--- src/rtl/data_memory_arbiter_if.sv ---
// Handshake bundle between the two requesters, the arbiter and the shared
// single-port data memory. The arbiter is the slave side.
interface data_memory_arbiter_if #(
  parameter int ADDR_W = 8,
  parameter int DATA_W = 8
);
  logic              req_a;
  logic              we_a;
  logic [ADDR_W-1:0] addr_a;
  logic [DATA_W-1:0] wdata_a;
  logic [DATA_W-1:0] rdata_a;
  logic              done_a;

  logic              req_b;
  logic              we_b;
  logic [ADDR_W-1:0] addr_b;
  logic [DATA_W-1:0] wdata_b;
  logic [DATA_W-1:0] rdata_b;
  logic              done_b;
  logic              err_b;

  logic [ADDR_W-1:0] mem_address;
  logic [DATA_W-1:0] mem_write_data;
  logic              mem_read_write;
  logic [DATA_W-1:0] mem_read_data;
  logic              busy;

  modport slave (
    input  req_a, we_a, addr_a, wdata_a,
    output rdata_a, done_a,
    input  req_b, we_b, addr_b, wdata_b,
    output rdata_b, done_b, err_b,
    output mem_address, mem_write_data, mem_read_write,
    input  mem_read_data,
    output busy
  );

  modport master (
    output req_a, we_a, addr_a, wdata_a,
    input  rdata_a, done_a,
    output req_b, we_b, addr_b, wdata_b,
    input  rdata_b, done_b, err_b,
    input  mem_address, mem_write_data, mem_read_write,
    output mem_read_data,
    input  busy
  );
endinterface

--- src/rtl/data_memory_arbiter.sv ---
// Two-port arbiter sharing a single-port data memory between the CPU
// datapath (port A) and the debug/loader (port B). One access per three
// cycles: IDLE (grant) -> ACCESS (memory cycle) -> RESP (done pulse).
// Port B writes below PROT_LIMIT complete with err_b and never reach memory.
module data_memory_arbiter #(
  parameter int                ADDR_W     = 8,
  parameter int                DATA_W     = 8,
  parameter int                FIXED_PRIO = 0,
  parameter logic [ADDR_W-1:0] PROT_LIMIT = 8'd16
) (
  input  logic                  clk,
  input  logic                  rst_n,
  data_memory_arbiter_if.slave  bus
);

  typedef enum logic [1:0] {
    IDLE,
    ACCESS,
    RESP
  } state_t;

  state_t state;
  logic   grant_b;
  logic   last_grant_b;
  logic   we_l;
  logic   reject_l;
  logic   pick_b;

  // Choose which port wins this IDLE cycle (only used when a request is high)
  always_comb begin
    pick_b = 1'b0;
    if (bus.req_a && bus.req_b) begin
      if (FIXED_PRIO != 0) begin
        pick_b = 1'b0;
      end else begin
        pick_b = ~last_grant_b;
      end
    end else begin
      pick_b = bus.req_b;
    end
  end

  // Memory write strobe comes straight from state so reset kills it at once
  assign bus.mem_read_write = (state == ACCESS) && we_l && !reject_l;
  assign bus.busy           = (state != IDLE);

  // Sequencer: grant and latch in IDLE, capture/complete in ACCESS, pulse in RESP
  always_ff @(posedge clk or negedge rst_n) begin
    if (!rst_n) begin
      state              <= IDLE;
      grant_b            <= 1'b0;
      last_grant_b       <= 1'b1;
      we_l               <= 1'b0;
      reject_l           <= 1'b0;
      bus.mem_address    <= '0;
      bus.mem_write_data <= '0;
      bus.rdata_a        <= '0;
      bus.rdata_b        <= '0;
      bus.done_a         <= 1'b0;
      bus.done_b         <= 1'b0;
      bus.err_b          <= 1'b0;
    end else begin
      case (state)
        IDLE: begin
          if (bus.req_a || bus.req_b) begin
            grant_b            <= pick_b;
            we_l               <= pick_b ? bus.we_b    : bus.we_a;
            bus.mem_address    <= pick_b ? bus.addr_b  : bus.addr_a;
            bus.mem_write_data <= pick_b ? bus.wdata_b : bus.wdata_a;
            reject_l           <= pick_b && bus.we_b && (bus.addr_b < PROT_LIMIT);
            state              <= ACCESS;
          end
        end
        ACCESS: begin
          if (!we_l) begin
            if (grant_b) begin
              bus.rdata_b <= bus.mem_read_data;
            end else begin
              bus.rdata_a <= bus.mem_read_data;
            end
          end
          bus.done_a   <= ~grant_b;
          bus.done_b   <= grant_b;
          bus.err_b    <= reject_l;
          last_grant_b <= grant_b;
          state        <= RESP;
        end
        RESP: begin
          bus.done_a <= 1'b0;
          bus.done_b <= 1'b0;
          bus.err_b  <= 1'b0;
          state      <= IDLE;
        end
        default: begin
          state <= IDLE;
        end
      endcase
    end
  end

endmodule

--- src/flat_wrapper.sv ---
// flat-port wrapper written by rule: the top's interface ports become plain ports
module data_memory_arbiter_flat 
#(
  parameter int                ADDR_W     = 8,
  parameter int                DATA_W     = 8,
  parameter int                FIXED_PRIO = 0,
  parameter logic [ADDR_W-1:0] PROT_LIMIT = 8'd16
)
  (clk, rst_n, bus_req_a, bus_we_a, bus_addr_a, bus_wdata_a, bus_rdata_a, bus_done_a, bus_req_b, bus_we_b, bus_addr_b, bus_wdata_b, bus_rdata_b, bus_done_b, bus_err_b, bus_mem_address, bus_mem_write_data, bus_mem_read_write, bus_mem_read_data, bus_busy);
  data_memory_arbiter_if #(.ADDR_W(ADDR_W), .DATA_W(DATA_W)) bus_i ();
  input  logic clk;
  input  logic rst_n;
  input wire logic [$bits(bus_i.req_a)-1:0] bus_req_a;
  input wire logic [$bits(bus_i.we_a)-1:0] bus_we_a;
  input wire logic [$bits(bus_i.addr_a)-1:0] bus_addr_a;
  input wire logic [$bits(bus_i.wdata_a)-1:0] bus_wdata_a;
  output wire logic [$bits(bus_i.rdata_a)-1:0] bus_rdata_a;
  output wire logic [$bits(bus_i.done_a)-1:0] bus_done_a;
  input wire logic [$bits(bus_i.req_b)-1:0] bus_req_b;
  input wire logic [$bits(bus_i.we_b)-1:0] bus_we_b;
  input wire logic [$bits(bus_i.addr_b)-1:0] bus_addr_b;
  input wire logic [$bits(bus_i.wdata_b)-1:0] bus_wdata_b;
  output wire logic [$bits(bus_i.rdata_b)-1:0] bus_rdata_b;
  output wire logic [$bits(bus_i.done_b)-1:0] bus_done_b;
  output wire logic [$bits(bus_i.err_b)-1:0] bus_err_b;
  output wire logic [$bits(bus_i.mem_address)-1:0] bus_mem_address;
  output wire logic [$bits(bus_i.mem_write_data)-1:0] bus_mem_write_data;
  output wire logic [$bits(bus_i.mem_read_write)-1:0] bus_mem_read_write;
  input wire logic [$bits(bus_i.mem_read_data)-1:0] bus_mem_read_data;
  output wire logic [$bits(bus_i.busy)-1:0] bus_busy;
  assign bus_i.req_a = bus_req_a;
  assign bus_i.we_a = bus_we_a;
  assign bus_i.addr_a = bus_addr_a;
  assign bus_i.wdata_a = bus_wdata_a;
  assign bus_rdata_a = bus_i.rdata_a;
  assign bus_done_a = bus_i.done_a;
  assign bus_i.req_b = bus_req_b;
  assign bus_i.we_b = bus_we_b;
  assign bus_i.addr_b = bus_addr_b;
  assign bus_i.wdata_b = bus_wdata_b;
  assign bus_rdata_b = bus_i.rdata_b;
  assign bus_done_b = bus_i.done_b;
  assign bus_err_b = bus_i.err_b;
  assign bus_mem_address = bus_i.mem_address;
  assign bus_mem_write_data = bus_i.mem_write_data;
  assign bus_mem_read_write = bus_i.mem_read_write;
  assign bus_i.mem_read_data = bus_mem_read_data;
  assign bus_busy = bus_i.busy;
  data_memory_arbiter #(.ADDR_W(ADDR_W), .DATA_W(DATA_W), .FIXED_PRIO(FIXED_PRIO), .PROT_LIMIT(PROT_LIMIT)) u_core (.clk(clk), .rst_n(rst_n), .bus(bus_i));
endmodule
--- config.mk ---
export PLATFORM = sky130hd
export DESIGN_NAME = data_memory_arbiter_flat
export DESIGN_NICKNAME = d
export VERILOG_FILES = /design/src/rtl/data_memory_arbiter_if.sv /design/src/rtl/data_memory_arbiter.sv /design/src/flat_wrapper.sv
export SDC_FILE = /design/constraint.sdc
export NUM_CORES = 1
export LEC_CHECK = 0
export ABC_AREA = 1
export ABC_CLOCK_PERIOD_IN_PS = 1800
export CORE_UTILIZATION = 40
export DETAILED_ROUTE_END_ITERATION = 7
export PLACE_DENSITY_LB_ADDON = 0.08
export SLEW_MARGIN = 40
export SYNTH_ARGS = -nofsm -noshare
export SYNTH_HDL_FRONTEND = slang
export SYNTH_SLANG_ARGS = --single-unit
--- constraint.sdc ---
create_clock -name clk -period 1.8 [get_ports clk]
set_input_delay 0.27 -clock clk [delete_from_list [all_inputs] [get_ports clk]]
set_output_delay 0.27 -clock clk [all_outputs]
set_load 0.03 [all_outputs]
==> results of run 1 <==
==> worst paths after layout <==
check                           slack [ns]  depth (start not counted)                                  endpoint
worst min-delay path                  0.46                          2     u_core.bus.mem_address[3]$_DFFE_PN0P_
min in group clk                      0.48                          2  u_core.bus.mem_write_data[2]$_DFFE_PN0P_
worst min register to register        0.48                          2  u_core.bus.mem_write_data[2]$_DFFE_PN0P_
worst max register to register        0.25                          7     u_core.bus.mem_address[3]$_DFFE_PN0P_
max in group asynchronous             0.78                          3           u_core.last_grant_b$_DFFE_PN1N_
worst max-delay path                  0.09                          4                                  bus_busy
==> layout make-up <==
type,instances,area share [%]
sequential,41,34.07
clock buffer,6,2.739
clock inverter,2,1.245
timing repair buffer,87,28.63
multi-input combinational,151,25.93
tap,67,2.780
inverter,35,4.606
==> registers in the layout, summed over array words and instances, names as in the netlist <==
register / flops
u_core.reject_l: 1
u_core.bus.err_b: 1
u_core.state: 2
u_core.last_grant_b: 1
u_core.bus.done_b: 1
u_core.bus.mem_write_data: 8
u_core.grant_b: 1
u_core.bus.done_a: 1
u_core.bus.mem_address: 8
u_core.we_l: 1
u_core.bus.rdata_b: 8
u_core.bus.rdata_a: 8
==> synth_stat cells, drive strengths merged <==
| cell | n |
|---|---|
| nand2 | 81 |
| dfrtp | 40 |
| inv | 35 |
| nand3 | 23 |
| o21ai | 20 |
| nand3b | 14 |
| buf | 8 |
| nor2 | 6 |
| ha | 4 |
| a21oi | 1 |
| dfstp | 1 |
| mux2 | 1 |
| o22ai | 1 |
==> worst register-to-register path, delay by kind of cell (launching register included) <==
kind                     cells  cell delay (ns)
flip-flops                   1             0.40
buffers and inverters        3             0.49
AND/OR/NAND/NOR              3             0.39
adder cells (fa/ha/maj)      1             0.20
==> power groups by stage <==
stage               Sequential [mW]  Clock, mW  Combinational (mW)
finish                         1.67      0.771                2.86
global route                   1.72      0.832                3.14
detailed placement             1.66          0                2.89
CTS                            1.67      0.790                2.89
floorplan                      2.39          0                1.06
global placement               1.67          0                2.86
==> routing by layer <==
layer  routed length, um  vias to the layer above
met4                  59                        0
met3                 298                        5
met1                2168                      795
met2                2192                       56
met5                   0                        -
li1                    -                      901
==> logic make-up (layout without fill, tap and decap cells) <==
group	after synthesis	count (layout)	share of synthesized area [%]
compound gates	22	22	5.508
fa+ha+maj	4	4	2.475
buf+inv	43	130	10.52
flops	41	41	50.80
mux	1	1	0.5569
simple gates	124	124	30.14
==> summary.md, run 1 <==
| Metric | Value |
|---|---|
| Status | finished, final reports clean |
| Synth area leaders | dfrtp_1, nand2_1, inv_1 |
| Post-DP HPWL | 3359 um |
| DIE AREA | 5343 um2 |
| PortBufs | between 80 and 90 |
| Post-cts resize count | 0 |
| Slowest stage cell, crit path | dfrtp_1 |
| Synth area leader | dfrtp_1 |
| Cts hold-fix bufs | 1 |
| Kind of critical path | reg2out |
| Num ports | 83 |
| Post-synth cell types | 22 |
| Vias per cell | 4.517 |
| Post-synthesis sequential area ratio | between 50 and 60% |
| Worst path bufs/invs | 3 |
| CP required | ~1.5 ns |
| Clock sinks | 41 |
| Leakage | 1.475 nW |
| Area share of the largest cell type after synthesis | 49.50% |
| Hold_ws | 0.4614 ns |
| R2R Path Start | u_core.state[0]$_DFFE_PN0P_ |
| Placed cells | 380 |
| Worst-path clk slew | 0.08 ns |
| H-tree levels | 2 |
| Fin. max-slew vios | 0 |
| CP Cell Sequence | inv_1, ha_1, inv_1, buf_4 |
| CP endpoint kind | output port |
| Worst Setup Start Kind | flip-flop |
| FF+latch count, synth | 41 |
| Core ar. | between 4000 and 5000 um2 |
| Peak VDD IR | 0.8747 mV |
| Most common cell after layout, fill and taps aside | clkdlybuf4s50_1 |
| DRC | 0 |
| Worst Setup SP | u_core.state[0]$_DFFE_PN0P_ |
| Total number of vias | 1757 |
| Pwr Density | 1758 nW/um2 |
| Gpl congestion | 0.7531 |
| Headroom to the max-slew limit | 67.53% |
| Post-layout util | 63.01% |
| Total track usage | 19.75% |
| Clk_lat worst skew | around 0.30 ns |
| RSZ-0062 raised after global routing | no |
| Placed cell area | 2885 um2 |
| # diodes | 0 |
| Layout cells sized above 1 | between 10% and 20% |
| Vias in the first global route | around 1700 |
| Worst slew pin tran | 0.4859 ns |
| Iter 0 DRT Violations | 80 |
| Sw frac | about 44% |
| Post-layout power | 5.300 mW |
| Most frequent cells in the layout | clkdlybuf4s50_1, nand2_1, dfrtp_1 |
| First-pass detailed-route iteration total | 4 |
| DR WL/cell | 12.13 um |
| Delay-heaviest family, CP | buffers and inverters |
| Fmax | 586.2 MHz |
| Antenna violations before repair | 0 |
| Final WL | 4718 um |
| # Post-CTS Setup Buffers | 0 |
| Starting Density | 42.25% |
| GR Util met3 | 5.939% |
| Final worst slack | 0.09424 ns |
| Final Cycle Share | between 90 and 100% |
| CP Max Fanout | 4 |
| Final Skew | 0.002116 ns |
| Synth Net Count | roughly 290 |
| Busiest metal layer after global routing | met2 |
| Final setup viols | 0 |
| FILL cells | between 400 and 500 |
| FF+latch area | 1027 um2 |
| Setup TNS | 0 ns |
| Horiz. Die Dim | 73.10 um |
| Switch Pwr | roughly 2.3 mW |
| Syn avg cell area | 8.604 um2 |
| Combinational power share | 54.0% |
| Yosys warns | 0 |
| CP most frequent cell | inv_1 |
| CTS root buf | clkbuf_8 |
| Critical Path AT | 1.44 ns |
| Sequential share of power | 31.5% |
| Rows | 25 |
| Final Hold Viols | 0 |
| Hold crit path type | in2async |
| Clock share of power | 14.5% |
| Int Pwr | 2.990 mW |
| Pin count of the biggest net entering global routing | 24 |
| Min Tclk post-route | ~1.7 ns |
| P&R area growth vs syn | 49.13% |
| Total grt overflow | 0 |
| Post-DRT Antenna Nets | 0 |
| DP Worst Slack | 0.1815 ns |
| Clock Path Buffers | 2 |
| Die H | 73.10 um |
| First-pass GRT wire length | 7879 um |
| Max Cap Violations | 0 |
| Grt met1 use | 27.90% |
| GRT met2 Usage | 29.12% |
| CTS tree | yes |
| Final Net Count | 371 |
| Multi-input gate area in the final layout | 782.0 um2 |
| Mapped Cells | 235 |
| Mapped cell area | 2022 um2 |
| Fin cells | 389 |
| Crit-path max cell delay | approximately 0.38 ns |
| Cts bufs inserted | 5 |
| Final Cell Area | 3015 um2 |
Note: power is estimated with default switching activity, not from simulation.
==> run 2: changes to the inputs <==
--- a/config.mk
+++ b/config.mk
@@ -5,7 +5,6 @@
 export SDC_FILE = /design/constraint.sdc
 export NUM_CORES = 1
 export LEC_CHECK = 0
-export ABC_AREA = 1
 export ABC_CLOCK_PERIOD_IN_PS = 1800
 export CORE_UTILIZATION = 40
 export DETAILED_ROUTE_END_ITERATION = 7
==> run 2 against run 1 <==
Against the previous run: setup slack improved by 0.029 ns; flip-flop and latch count unchanged; register-to-register slack got worse by 0.13 ns; power grew 3.6%.
==> summary.md, run 2 <==
| Metric | Value |
|---|---|
| R2R Setup Slk | 0.12 ns (was 0.25 ns) |
| Num ports | 83 (unchanged) |
| H-tree levels | 2 (unchanged) |
| Vias per cell | 4.941 (was 4.517) |
| Rows | 24 (was 25) |
| CTS root buf | clkbuf_8 (unchanged) |
| Fin. max-slew vios | 0 (unchanged) |
| CP endpoint kind | flip-flop (was output port) |
| Layout cells sized above 1 | 20.16% (was 10.25%) |
| Final WL | 4139 um (was 4718 um) |
| CP Max Fanout | 8 (was 4) |
| Synth area leader | dfrtp_1 (unchanged) |
| Max Cap Violations | 0 (unchanged) |
| Yosys warns | 0 (unchanged) |
| Worst Setup Start Kind | flip-flop (unchanged) |
| PortBufs | 82 (unchanged) |
| Cts bufs inserted | 5 (unchanged) |
| Synth Net Count | 214 (was 285) |
| Core ar. | 4414 um2 (was 4786 um2) |
| Asr flop ratio synth | 100.0% (unchanged) |
| Headroom to the max-slew limit | 63.88% (was 67.53%) |
| # diodes | 0 (unchanged) |
| Critical Path AT | 1.86 ns (was 1.44 ns) |
| CP required | 1.98 ns (was 1.53 ns) |
| Total number of vias | 1507 (was 1757) |
| RSZ-0062 raised after global routing | no (unchanged) |
| Final Net Count | 302 (was 371) |
| Clk_lat worst skew | 0.29 ns (was 0.30 ns) |
| Antenna violations before repair | 0 (unchanged) |
| Pin count of the biggest net entering global routing | 20 (was 24) |
| R2R Path Start | u_core.state[1]$_DFFE_PN0P_ (was u_core.state[0]$_DFFE_PN0P_) |
| Min Tclk post-route | 1.677 ns (was 1.706 ns) |
| Horiz. Die Dim | 70.43 um (was 73.10 um) |
| Post-DP HPWL | 2970 um (was 3359 um) |
| CTS tree | yes (unchanged) |
| Iter 0 DRT Violations | 68 (was 80) |
| Final Hold Viols | 0 (unchanged) |
| Commonest cells post-synth | dfrtp_1, a21oi_1, nand2_1 (was nand2_1, dfrtp_1, inv_1) |
| Mapped cell area | 1873 um2 (was 2022 um2) |
| XOR/XNOR Fraction of Synth Area | 0% (unchanged) |
| FF+latch count, synth | 41 (unchanged) |
| Total track usage | 18.20% (was 19.75%) |
| Most common cell in the synthesized netlist | dfrtp_1 (was nand2_1) |
| Reg2reg path depth | 4 (was 7) |
| Peak VDD IR | 0.9275 mV (was 0.8747 mV) |
| Adder-Cell Fraction of Synth Area | 2.672% (was 2.475%) |
| Clock Path Buffers | 2 (unchanged) |
| First-pass detailed-route iteration total | 2 (was 4) |
| Post-synth EDFFs | 0 (unchanged) |
| Kind of critical path | reg2reg (was reg2out) |
| Area share of the largest cell type after synthesis | 53.44% (was 49.50%) |
| First-pass GRT wire length | 7120 um (was 7879 um) |
| Largest family of logic cells by synthesized area | compound AO/OA/AOI/OAI gates (was simple AND/OR/NAND/NOR gates) |
| Die H | 70.43 um (was 73.10 um) |
| Post-layout util | 65.48% (was 63.01%) |
| Gpl congestion | 0.7608 (was 0.7531) |
| Worst slew pin tran | 0.5398 ns (was 0.4859 ns) |
| DRC | 0 (unchanged) |
| Final Skew | 0.01022 ns (was 0.002116 ns) |
| Synth Area in Simple Gates | 11.16% (was 30.14%) |
| Final Cycle Share | 93.17% (was 94.76%) |
| Pwr Density | 1899 nW/um2 (was 1758 nW/um2) |
| Leakage | 1.221 nW (was 1.475 nW) |
| Total grt overflow | 0 (unchanged) |
| Hold_ws | 0.3844 ns (was 0.4614 ns) |
| Mux contribution to synthesized area | 11.42% (was 0.5569%) |
| Clock sinks | 41 (unchanged) |
| Setup TNS | 0 ns (unchanged) |
| Mapped Cells | 164 (was 235) |
| Most common cell after layout, fill and taps aside | clkdlybuf4s50_1 (unchanged) |
| DIE AREA | 4960 um2 (was 5343 um2) |
| Post-synthesis sequential area ratio | 54.84% (was 50.80%) |
| Final setup viols | 0 (unchanged) |
| Compound-Gate Fraction of Synth Area | 15.83% (was 5.507%) |
| Vias in the first global route | 1561 (was 1689) |
| Post-DRT Antenna Nets | 0 (unchanged) |
| Worst-path clk slew | 0.08 ns (about the same) |
| Most frequent cells in the layout | clkdlybuf4s50_1, dfrtp_1, a21oi_1 (was clkdlybuf4s50_1, nand2_1, dfrtp_1) |
| Syn avg cell area | 11.42 um2 (was 8.604 um2) |
| Most used flip-flop cell after synthesis | dfrtp_1 (unchanged) |
| Fmax | 596.3 MHz (was 586.2 MHz) |
| # Post-CTS Setup Buffers | 0 (unchanged) |
| Post-synth cell types | 24 (was 22) |
| DR WL/cell | 13.57 um (was 12.13 um) |
| Status | finished, final reports clean (unchanged) |
| Worst r2r dst | u_core.bus.rdata_a[0]$_DFFE_PN0P_ (was u_core.bus.mem_address[3]$_DFFE_PN0P_) |
| P&R area growth vs syn | 54.31% (was 49.13%) |
| Hold crit path type | in2async (unchanged) |
| Synth area leaders | dfrtp_1, mux2_2, a21oi_1 (was dfrtp_1, nand2_1, inv_1) |
| Starting Density | 42.43% (was 42.25%) |
[run 2: cell count changes after synthesis, moves of 10 or more]
cell      delta
nand2_1     -48
inv_1       -29
a21oi_1     +24
nand3_1     -23
mux2_2      +18
nor2_1      +16
o21ai_0     -12
nand2_2     -11
nand3b_1    -11
a21oi_2     +10
[run 2: final cells by class]
cell class              instances  area (um2)
clock buffers                   5       68.82
clock inverters                 3       65.06
fillers                       379        1524
inverters                       5       18.77
multi-input cells             112       769.5
flip-flops and latches         41        1027
well taps                      52       65.06
repair buffers                 87       875.8
[run 2: metal layers]
layer / vias up / routed length (um) / track usage [%]
met1: 713 / 1774 / 21.03
met2: 54 / 2006 / 31.32
met3: 8 / 294 / 6.494
met4: 0 / 63 / 5.556
met5: - / 0 / 0
li1: 732 / - / -
[run 2: worst max path at each step]
stage	startpoint	end	cells past startpoint
after floorplan	u_core.state[1]$_DFFE_PN0P_	u_core.bus.rdata_a[0]$_DFFE_PN0P_	4
after global placement	bus_req_a	u_core.bus.mem_address[5]$_DFFE_PN0P_	4
after detailed placement	bus_req_a	u_core.bus.mem_address[7]$_DFFE_PN0P_	4
after CTS	u_core.state[1]$_DFFE_PN0P_	u_core.bus.rdata_a[4]$_DFFE_PN0P_	4
after global routing	u_core.state[1]$_DFFE_PN0P_	u_core.bus.rdata_a[4]$_DFFE_PN0P_	4
final	u_core.state[1]$_DFFE_PN0P_	u_core.bus.rdata_a[0]$_DFFE_PN0P_	4
[run 2: timing repair]
action                    CTS  global route
hold endpoints to repair    8             0
gates resized for setup     0             0
hold buffers                1             0
[run 2: stage by stage]
| step | instances | area (um2) | setup slack, ns | power [mW] |
|---|---|---|---|---|
| floorplan | 164 | 1873 | 0.2858 | 3.497 |
| global placement | 296 | 2746 | 0.1101 | 4.632 |
| detailed placement | 296 | 2746 | 0.06408 | 4.663 |
| CTS | 305 | 2890 | 0.1121 | 5.551 |
| global route | 305 | 2890 | 0.02264 | 5.823 |
| finish | 305 | 2890 | 0.1229 | 5.489 |
[run 2: worst max-delay path, cell delays in order (launching register included)]
cell,delay (ns)
dfrtp_1,0.40
inv_1,0.11
ha_1,0.24
nor3b_4,0.44
mux2_2,0.38
[run 2: logic make-up (layout without fill, tap and decap cells)]
logic type | after synthesis | after routing
and+or+nand+nor | 46 | 46
AOI/OAI and AO/OA | 43 | 43
DFF | 41 | 41
muxes | 19 | 19
buffers and inverters | 11 | 100
adders and majority gates | 4 | 4
[run 2: power breakdown]
group          switching [mW]  leakage, nW  total [mW]  internal [mW]
clock                   0.321       0.0681       0.872          0.551
sequential              0.266        0.479        1.65           1.38
combinational            1.63        0.674        2.97           1.34
